<file path="config.mk">
export PLATFORM = sky130hd
export DESIGN_NAME = alu_issue_arbiter_flat
export DESIGN_NICKNAME = d
export VERILOG_FILES = /design/src/rtl/alu_issue_arbiter_if.sv /design/src/rtl/alu_issue_arbiter.sv /design/src/flat_wrapper.sv
export SDC_FILE = /design/constraint.sdc
export NUM_CORES = 1
export LEC_CHECK = 0
export ABC_AREA = 1
export BUFFER_PORTS_ARGS = -buffer_cell sky130_fd_sc_hd__buf_2
export CORE_MARGIN = 10
export CORE_UTILIZATION = 35
export DETAILED_ROUTE_END_ITERATION = 7
export PLACE_DENSITY = 0.68
export SLEW_MARGIN = 20
export SYNTH_ARGS = -nofsm -noshare
export SYNTH_HDL_FRONTEND = slang
export SYNTH_SLANG_ARGS = --single-unit
</file>
<file path="constraint.sdc">
create_clock -name clk -period 2.4 [get_ports clk]
set_input_delay 0.12 -clock clk [delete_from_list [all_inputs] [get_ports clk]]
set_output_delay 0.12 -clock clk [all_outputs]
set_load 0.01 [all_outputs]
</file>
<file path="src/rtl/alu_issue_arbiter_if.sv">
// Issue-side bundle for the shared ALU arbiter: two request slots, the ALU
// issue/result path and the writeback port.
interface alu_issue_arbiter_if #(
    parameter int DATA_W = 32,
    parameter int OP_W   = 5,
    parameter int TAG_W  = 4
);
    logic              req0_valid, req0_ready;
    logic [OP_W-1:0]   req0_op;
    logic [DATA_W-1:0] req0_a, req0_b;
    logic [TAG_W-1:0]  req0_tag;

    logic              req1_valid, req1_ready;
    logic [OP_W-1:0]   req1_op;
    logic [DATA_W-1:0] req1_a, req1_b;
    logic [TAG_W-1:0]  req1_tag;

    logic              alu_valid;
    logic [OP_W-1:0]   alu_op;
    logic [DATA_W-1:0] alu_a, alu_b;
    logic [DATA_W-1:0] alu_res;

    logic              wb_valid, wb_src, wb_z, wb_n;
    logic [TAG_W-1:0]  wb_tag;
    logic [DATA_W-1:0] wb_result;

    modport master (
        output req0_valid, req0_op, req0_a, req0_b, req0_tag,
        output req1_valid, req1_op, req1_a, req1_b, req1_tag,
        input  req0_ready, req1_ready,
        input  alu_valid, alu_op, alu_a, alu_b,
        output alu_res,
        input  wb_valid, wb_src, wb_z, wb_n, wb_tag, wb_result
    );

    modport slave (
        input  req0_valid, req0_op, req0_a, req0_b, req0_tag,
        input  req1_valid, req1_op, req1_a, req1_b, req1_tag,
        output req0_ready, req1_ready,
        output alu_valid, alu_op, alu_a, alu_b,
        input  alu_res,
        output wb_valid, wb_src, wb_z, wb_n, wb_tag, wb_result
    );
endinterface

</file>
<file path="src/rtl/alu_issue_arbiter.sv">
// Round-robin arbiter sharing one ALU between two issue slots; tags ride a
// pipeline matched to the ALU latency and rejoin the result at writeback.
module alu_issue_arbiter #(
    parameter int DATA_W  = 32,
    parameter int OP_W    = 5,
    parameter int TAG_W   = 4,
    parameter int ALU_LAT = 2
) (
    input  logic               clk,
    input  logic               rst_n,
    input  logic               issue_en,
    input  logic               flush,
    alu_issue_arbiter_if.slave bus,
    output logic [3:0]         inflight,
    output logic [15:0]        issue_count
);
    typedef struct packed {
        logic [OP_W-1:0]   op;
        logic [DATA_W-1:0] a;
        logic [DATA_W-1:0] b;
        logic [TAG_W-1:0]  tag;
    } req_t;

    typedef struct packed {
        logic             src;
        logic [TAG_W-1:0] tag;
    } meta_t;

    req_t              req0, req1, sel;
    logic              rr_ptr, can_grant, gnt0, gnt1, hs, cap;
    logic [ALU_LAT:0]  vld_pipe;
    meta_t             meta_pipe [ALU_LAT+1];
    logic [OP_W-1:0]   op_q;
    logic [DATA_W-1:0] a_q, b_q;
    logic              wb_valid_q, wb_src_q, wb_z_q, wb_n_q;
    logic [TAG_W-1:0]  wb_tag_q;
    logic [DATA_W-1:0] wb_result_q;

    assign req0 = '{op: bus.req0_op, a: bus.req0_a, b: bus.req0_b, tag: bus.req0_tag};
    assign req1 = '{op: bus.req1_op, a: bus.req1_a, b: bus.req1_b, tag: bus.req1_tag};

    // rst_n in the grant term keeps ready low while reset is held
    assign can_grant = rst_n & issue_en & ~flush;
    assign gnt0      = can_grant & bus.req0_valid & (~bus.req1_valid | ~rr_ptr);
    assign gnt1      = can_grant & bus.req1_valid & (~bus.req0_valid |  rr_ptr);
    assign hs        = gnt0 | gnt1;
    assign sel       = gnt1 ? req1 : req0;
    assign cap       = vld_pipe[ALU_LAT] & ~flush;

    assign bus.req0_ready = gnt0;
    assign bus.req1_ready = gnt1;
    assign bus.alu_valid  = vld_pipe[0];
    assign bus.alu_op     = op_q;
    assign bus.alu_a      = a_q;
    assign bus.alu_b      = b_q;
    assign bus.wb_valid   = wb_valid_q;
    assign bus.wb_src     = wb_src_q;
    assign bus.wb_tag     = wb_tag_q;
    assign bus.wb_result  = wb_result_q;
    assign bus.wb_z       = wb_z_q;
    assign bus.wb_n       = wb_n_q;

    always_ff @(posedge clk or negedge rst_n) begin
        if (!rst_n) begin
            rr_ptr      <= 1'b0;
            issue_count <= '0;
            inflight    <= '0;
            vld_pipe    <= '0;
            op_q        <= '0;
            a_q         <= '0;
            b_q         <= '0;
            for (int k = 0; k <= ALU_LAT; k++) meta_pipe[k] <= '0;
            wb_valid_q  <= 1'b0;
            wb_src_q    <= 1'b0;
            wb_tag_q    <= '0;
            wb_result_q <= '0;
            wb_z_q      <= 1'b0;
            wb_n_q      <= 1'b0;
        end else begin
            if (hs) begin
                rr_ptr       <= gnt0;
                issue_count  <= issue_count + 16'd1;
                op_q         <= sel.op;
                a_q          <= sel.a;
                b_q          <= sel.b;
                meta_pipe[0] <= '{src: gnt1, tag: sel.tag};
            end
            for (int k = 1; k <= ALU_LAT; k++) meta_pipe[k] <= meta_pipe[k-1];

            // stage 0 is the ALU issue register; stage ALU_LAT lines up with alu_res
            vld_pipe <= flush ? '0 : {vld_pipe[ALU_LAT-1:0], hs};
            inflight <= flush ? '0 : inflight + 4'(hs) - 4'(wb_valid_q);

            wb_valid_q <= cap;
            if (cap) begin
                wb_src_q    <= meta_pipe[ALU_LAT].src;
                wb_tag_q    <= meta_pipe[ALU_LAT].tag;
                wb_result_q <= bus.alu_res;
                wb_z_q      <= (bus.alu_res == '0);
                wb_n_q      <= bus.alu_res[DATA_W-1];
            end
        end
    end
endmodule
</file>
<file path="src/flat_wrapper.sv">
// flat-port wrapper written by rule: the top's interface ports become plain ports
module alu_issue_arbiter_flat 
#(
    parameter int DATA_W  = 32,
    parameter int OP_W    = 5,
    parameter int TAG_W   = 4,
    parameter int ALU_LAT = 2
)
  (clk, rst_n, issue_en, flush, inflight, issue_count, bus_req0_valid, bus_req0_op, bus_req0_a, bus_req0_b, bus_req0_tag, bus_req1_valid, bus_req1_op, bus_req1_a, bus_req1_b, bus_req1_tag, bus_req0_ready, bus_req1_ready, bus_alu_valid, bus_alu_op, bus_alu_a, bus_alu_b, bus_alu_res, bus_wb_valid, bus_wb_src, bus_wb_z, bus_wb_n, bus_wb_tag, bus_wb_result);
  alu_issue_arbiter_if #(.DATA_W(DATA_W), .OP_W(OP_W), .TAG_W(TAG_W)) bus_i ();
  input  logic clk;
  input  logic rst_n;
  input  logic issue_en;
  input  logic flush;
  output logic [3:0] inflight;
  output logic [15:0] issue_count;
  input wire logic [$bits(bus_i.req0_valid)-1:0] bus_req0_valid;
  input wire logic [$bits(bus_i.req0_op)-1:0] bus_req0_op;
  input wire logic [$bits(bus_i.req0_a)-1:0] bus_req0_a;
  input wire logic [$bits(bus_i.req0_b)-1:0] bus_req0_b;
  input wire logic [$bits(bus_i.req0_tag)-1:0] bus_req0_tag;
  input wire logic [$bits(bus_i.req1_valid)-1:0] bus_req1_valid;
  input wire logic [$bits(bus_i.req1_op)-1:0] bus_req1_op;
  input wire logic [$bits(bus_i.req1_a)-1:0] bus_req1_a;
  input wire logic [$bits(bus_i.req1_b)-1:0] bus_req1_b;
  input wire logic [$bits(bus_i.req1_tag)-1:0] bus_req1_tag;
  output wire logic [$bits(bus_i.req0_ready)-1:0] bus_req0_ready;
  output wire logic [$bits(bus_i.req1_ready)-1:0] bus_req1_ready;
  output wire logic [$bits(bus_i.alu_valid)-1:0] bus_alu_valid;
  output wire logic [$bits(bus_i.alu_op)-1:0] bus_alu_op;
  output wire logic [$bits(bus_i.alu_a)-1:0] bus_alu_a;
  output wire logic [$bits(bus_i.alu_b)-1:0] bus_alu_b;
  input wire logic [$bits(bus_i.alu_res)-1:0] bus_alu_res;
  output wire logic [$bits(bus_i.wb_valid)-1:0] bus_wb_valid;
  output wire logic [$bits(bus_i.wb_src)-1:0] bus_wb_src;
  output wire logic [$bits(bus_i.wb_z)-1:0] bus_wb_z;
  output wire logic [$bits(bus_i.wb_n)-1:0] bus_wb_n;
  output wire logic [$bits(bus_i.wb_tag)-1:0] bus_wb_tag;
  output wire logic [$bits(bus_i.wb_result)-1:0] bus_wb_result;
  assign bus_i.req0_valid = bus_req0_valid;
  assign bus_i.req0_op = bus_req0_op;
  assign bus_i.req0_a = bus_req0_a;
  assign bus_i.req0_b = bus_req0_b;
  assign bus_i.req0_tag = bus_req0_tag;
  assign bus_i.req1_valid = bus_req1_valid;
  assign bus_i.req1_op = bus_req1_op;
  assign bus_i.req1_a = bus_req1_a;
  assign bus_i.req1_b = bus_req1_b;
  assign bus_i.req1_tag = bus_req1_tag;
  assign bus_req0_ready = bus_i.req0_ready;
  assign bus_req1_ready = bus_i.req1_ready;
  assign bus_alu_valid = bus_i.alu_valid;
  assign bus_alu_op = bus_i.alu_op;
  assign bus_alu_a = bus_i.alu_a;
  assign bus_alu_b = bus_i.alu_b;
  assign bus_i.alu_res = bus_alu_res;
  assign bus_wb_valid = bus_i.wb_valid;
  assign bus_wb_src = bus_i.wb_src;
  assign bus_wb_z = bus_i.wb_z;
  assign bus_wb_n = bus_i.wb_n;
  assign bus_wb_tag = bus_i.wb_tag;
  assign bus_wb_result = bus_i.wb_result;
  alu_issue_arbiter #(.DATA_W(DATA_W), .OP_W(OP_W), .TAG_W(TAG_W), .ALU_LAT(ALU_LAT)) u_core (.clk(clk), .rst_n(rst_n), .issue_en(issue_en), .flush(flush), .bus(bus_i), .inflight(inflight), .issue_count(issue_count));
endmodule
</file>
# After elaboration in Yosys (flattened, before gate mapping)
# Cells that the tools add are included.
# word_totals
register_bits,148
wordCells,40
# op_classes
add_sub_neg,3
muxes,3
bitwise,14
reduce_logical,1
# op_table
cell,n
73-bit 2-to-1 mux,1
32-bit zero test,1
16-bit by 1-bit adder with 16-bit output (second input constant),1
1-bit bitwise AND,7
4-bit by 1-bit adder with 4-bit output,1
4-bit 2-to-1 mux,1
1-bit inverter,4
4-bit by 1-bit subtractor with 4-bit output,1
3-bit 2-to-1 mux,1
1-bit OR,3

# Depth between registers and ports, before layout
# depth
word_depth,8
depth_mapped,15
mapped_depth_nobuf,12

# Least setup slack after synthesis
# No wires, ideal clock.
# synth_timing
path_kind,reg-to-reg
start,register u_core.rr_ptr
end,register u_core.inflight[1]
setup_ns,0.116
arrival_time_ns,1.721
required_ns,2.284
slack_ns,0.562
stages_incl_launch_ff,12
period_less_slack_ns,1.838
cell_sequence,dfrtp_1 nand2_1 nand2_1 nor2_4 inv_2 nand2_1 buf_6 buf_6 ha_1 fa_1 inv_1 nor2_1
# synth_between
elab_chain_len,7
elab_cells_between_ends,9
# synth_rtl
element,line_no,source
"start, declared",alu_issue_arbiter.sv:30,"logic rr_ptr, can_grant, gnt0, gnt1, hs, cap;"
"start signal, assigned",alu_issue_arbiter.sv:81,rr_ptr <= gnt0;
1-bit inverter,alu_issue_arbiter.sv:44,assign gnt0 = can_grant & bus.req0_valid & (~bus.req1_valid | ~rr_ptr);
1-bit OR,alu_issue_arbiter.sv:44,
1-bit bitwise AND,alu_issue_arbiter.sv:44,
net bus_req0_ready,flat_wrapper.sv:27,output wire logic [$bits(bus_i.req0_ready)-1:0] bus_req0_ready;
1-bit OR,alu_issue_arbiter.sv:46,assign hs = gnt0 | gnt1;
net u_core.hs,alu_issue_arbiter.sv:30,
4-bit by 1-bit adder with 4-bit output,alu_issue_arbiter.sv:92,inflight <= flush ? '0 : inflight + 4'(hs) - 4'(wb_valid_q);
4-bit by 1-bit subtractor with 4-bit output,alu_issue_arbiter.sv:92,
4-bit 2-to-1 mux,alu_issue_arbiter.sv:92,
"end signal, assigned",alu_issue_arbiter.sv:92,
"end, declared",alu_issue_arbiter.sv:14,"output logic [3:0] inflight,"
# The timed path passes the listed nets, and every way through them passes these cells.
# A chain may end at the register's enable or synchronous reset.

# Worst setup path after layout
# layout_timing
start,register u_core.rr_ptr
end,output port bus_req1_ready
# layout_between
elab_chain_len,2
# layout_rtl
element,line_no,source
1-bit OR,alu_issue_arbiter.sv:45,assign gnt1 = can_grant & bus.req1_valid & (~bus.req0_valid | rr_ptr);
1-bit bitwise AND,alu_issue_arbiter.sv:45,
"end, declared",flat_wrapper.sv:28,output wire logic [$bits(bus_i.req1_ready)-1:0] bus_req1_ready;
# Every way passes these cells.

==> flow_summary.json <==
{
  "status": "completed",
  "wl_mm": 23.1,
  "htreeDepth": 4,
  "io_pins": 316,
  "worstReg2RegEnd": "u_core.bus.alu_b[20]",
  "leakagePower_nw": 5.68,
  "crit_start": "u_core.rr_ptr",
  "rows": 51,
  "die_w_um": 160,
  "clkTransAtPathRegs_ns": 0.06,
  "grt_overflow": 0,
  "yosysWarningCount": 0,
  "syn2layout_area_growth_pct": 48.7,
  "nets": 1427,
  "post_drt_wl_per_cell_um": 15.3,
  "relSlewSlack_pct": 35.4,
  "fp.dieArea_mm2": 0.0257,
  "gp_congestion": 0.817,
  "cp_common_cell": "nand2_1",
  "critPathKind": "reg2out",
  "rsz0062_at_grt": "no",
  "end_kind": "output port",
  "cts.path.max_buffers": 2,
  "setup_viol": 0,
  "reg2reg_from": "u_core.rr_ptr",
  "yosysTopAreaCellShare_pct": 53.3,
  "regToRegSetupSlack_ns": 0.68,
  "yosysMostFrequentCell": "nand2_1",
  "path_cells": "inv_1 > nand2_1 > nand2_1 > nor2_4 > buf_12 > buf_2",
  "clock_skew_ns": 0.0118,
  "cts_num_sinks": 147,
  "synth_nets": 1029,
  "synth-edff-count": 0,
  "drtIter0Drc": 473,
  "synth_common_cells": "361 x nand2_1, 147 x dfrtp_1, 110 x inv_1",
  "seq_area_frac_synth_pct": 53.3,
  "netlist_area_mm2": 0.00690,
  "whs_ns": 0.0103,
  "r2r_cells": 8,
  "endpoint": "bus_req1_ready",
  "cts_resized": 0,
  "hold_violations": 0,
  "initial_utilization_pct": 35.6,
  "critPathBufInv": 3,
  "period_share_pct": 85.4,
  "cts-root-buf": "clkbuf_16",
  "synth_area_leaders": "dfrtp_1 53%, nand2_1 20%, o211ai_1 7.9%",
  "worst-endpoint-required_ns": 2.28,
  "crit_cells": 6,
  "period_needed_ns": 2.05,
  "max_stage_delay_ns": 0.38,
  "synth_cell_types": 25,
  "numPortBuffers": 315,
  "vias": 6914,
  "ys_ff_latch": 147,
  "drc": 0,
  "drtPass1Iterations": 5,
  "crit_family": "buffers and inverters",
  "cap_violations": 0,
  "cp_max_fo": 148,
  "tightest_slew_ns": 0.969,
  "async_reset_ff_share_pct": 100,
  "cts_tree": "yes",
  "grt_pass1_wl_mm": 37.4,
  "antenna_found_initial": 2,
  "slowest_stage": "buf_12",
  "critPathArrivalTime_ns": 1.93,
  "cts_buffers": 17,
  "fin_setup_tns_ns": 0,
  "yosys.area.top_type": "dfrtp_1",
  "grt.total_usage_pct": 17.7,
  "drive_gt1_share_pct": 29.1,
  "grt_max_degree": 149,
  "via_per_inst": 4.56,
  "clock_latency_ns": 0.41,
  "startpoint_type": "flip-flop",
  "power.density_mw_per_mm2": 784,
  "hold_path.class": "in2reg",
  "ant_nets": 0,
  "core_mm2": 0.0194,
  "max_freq_ghz": 0.488,
  "grt_pass1_vias": 7152,
  "dpl.hpwl_mm": 16.1,
  "syn_inst": 839,
  "syn_avg_cell_area_um2": 8.22,
  "ys.flop_type": "dfrtp_1",
  "slew_violations": 0,
  "ir_drop_v": 0.000373,
  "die_h_um": 160
}
-- worst min-delay path: cells and delay by family --
kind / cells / cell delay, ns
AO/OA/AOI/OAI: 1 / 0.12
buffers and inverters: 1 / 0.07
AND/OR/NAND/NOR: 1 / 0.07
-- layout make-up --
class / instances / area [um^2]
clock inverters: 13 / 184
inverters: 113 / 424
fillers: 1737 / 9140
repair buffers: 423 / 2690
flip-flops and latches: 147 / 3680
clock buffers: 18 / 429
multi-input cells: 535 / 2520
diodes: 1 / 2.50
well taps: 265 / 332
-- registers in the layout (all words and copies together) (netlist names), 3 cells and up --
signal / count
u_core.bus.alu_a: 32
u_core.bus.alu_b: 32
u_core.bus.alu_op: 5
u_core.bus.wb_result: 32
u_core.bus.wb_tag: 4
u_core.inflight: 4
u_core.issue_count: 16
u_core.meta_pipe: 15
u_core.vld_pipe: 3
-- kinds of logic after synthesis --
kind of cell             count (synthesis)  share of synthesized area [%]
adder cells (fa/ha/maj)                  6                           1.20
XOR/XNOR                                 7                          0.889
AND/OR/NAND/NOR                        428                           24.8
buffers and inverters                  157                           10.4
AO/OA/AOI/OAI                           94                           9.47
flip-flops                             147                           53.3
-- report_power, final --
part	switching (W)	internal (W)	leakage, nW
combinational	0.00106	0.000843	3.53
sequential	0.000339	0.00304	1.86
clock	0.00103	0.00173	0.292
total	0.00242	0.00562	5.68
-- cells in the final DEF, fill, tap and decap left out, types with 15 or more instances in the layout --
master	netlist	routed
nand2_1	361	360
buf_2	16	314
dfrtp_1	147	147
inv_1	110	110
dlygate4sd3_1	0	99
o211ai_1	73	73
nor2_1	31	31
o21ai_0	20	20
clkbuf_16	0	17
nand4_1	15	15
-- worst min path at each step --
stage | slack (ns) | start | to | cells after the start
final | 0.01 | bus_req0_tag[0] | u_core.meta_pipe[10] | 3
after global routing | 0.01 | bus_req0_tag[0] | u_core.meta_pipe[10] | 3
after CTS | 0.004 | bus_alu_res[19] | u_core.bus.wb_result[19] | 3
after detailed placement | 0.33 | u_core.meta_pipe[6] | u_core.meta_pipe[1] | 0
after global placement | 0.33 | u_core.meta_pipe[8] | u_core.meta_pipe[3] | 0
after floorplan | -0.18 | rst_n | u_core.bus.alu_a[0] | 0
-- repair_timing --
| action | CTS | global route |
|---|---|---|
| setup buffers | 0 | 0 |
| hold buffers | 99 | 0 |
| endpoints found under the hold margin | 137 | 0 |
| setup endpoints to repair | 0 | 0 |
-- layer usage --
layer,GRT usage (%),share of wire (%)
met5,0,0.030
met4,7.39,2.9
met3,7.13,9.2
met2,28.7,47
met1,20.3,41
-- stage by stage --
step | setup slack (ns) | utilization (%) | cell area (um^2) | power [W] | cells
after detailed placement | 0.744 | 44.6 | 8650 | 0.00520 | 1384
after floorplan | 0.562 | - | 6900 | 0.00422 | 839
after CTS | 0.390 | 52.9 | 10300 | 0.00814 | 1514
final | 0.350 | 52.9 | 10300 | 0.00804 | 1515
after global routing | 0.261 | 52.9 | 10300 | 0.00855 | 1515
after global placement | 0.771 | 44.6 | 8650 | 0.00516 | 1384
No activity file was read; power rests on OpenSTA's default activity.
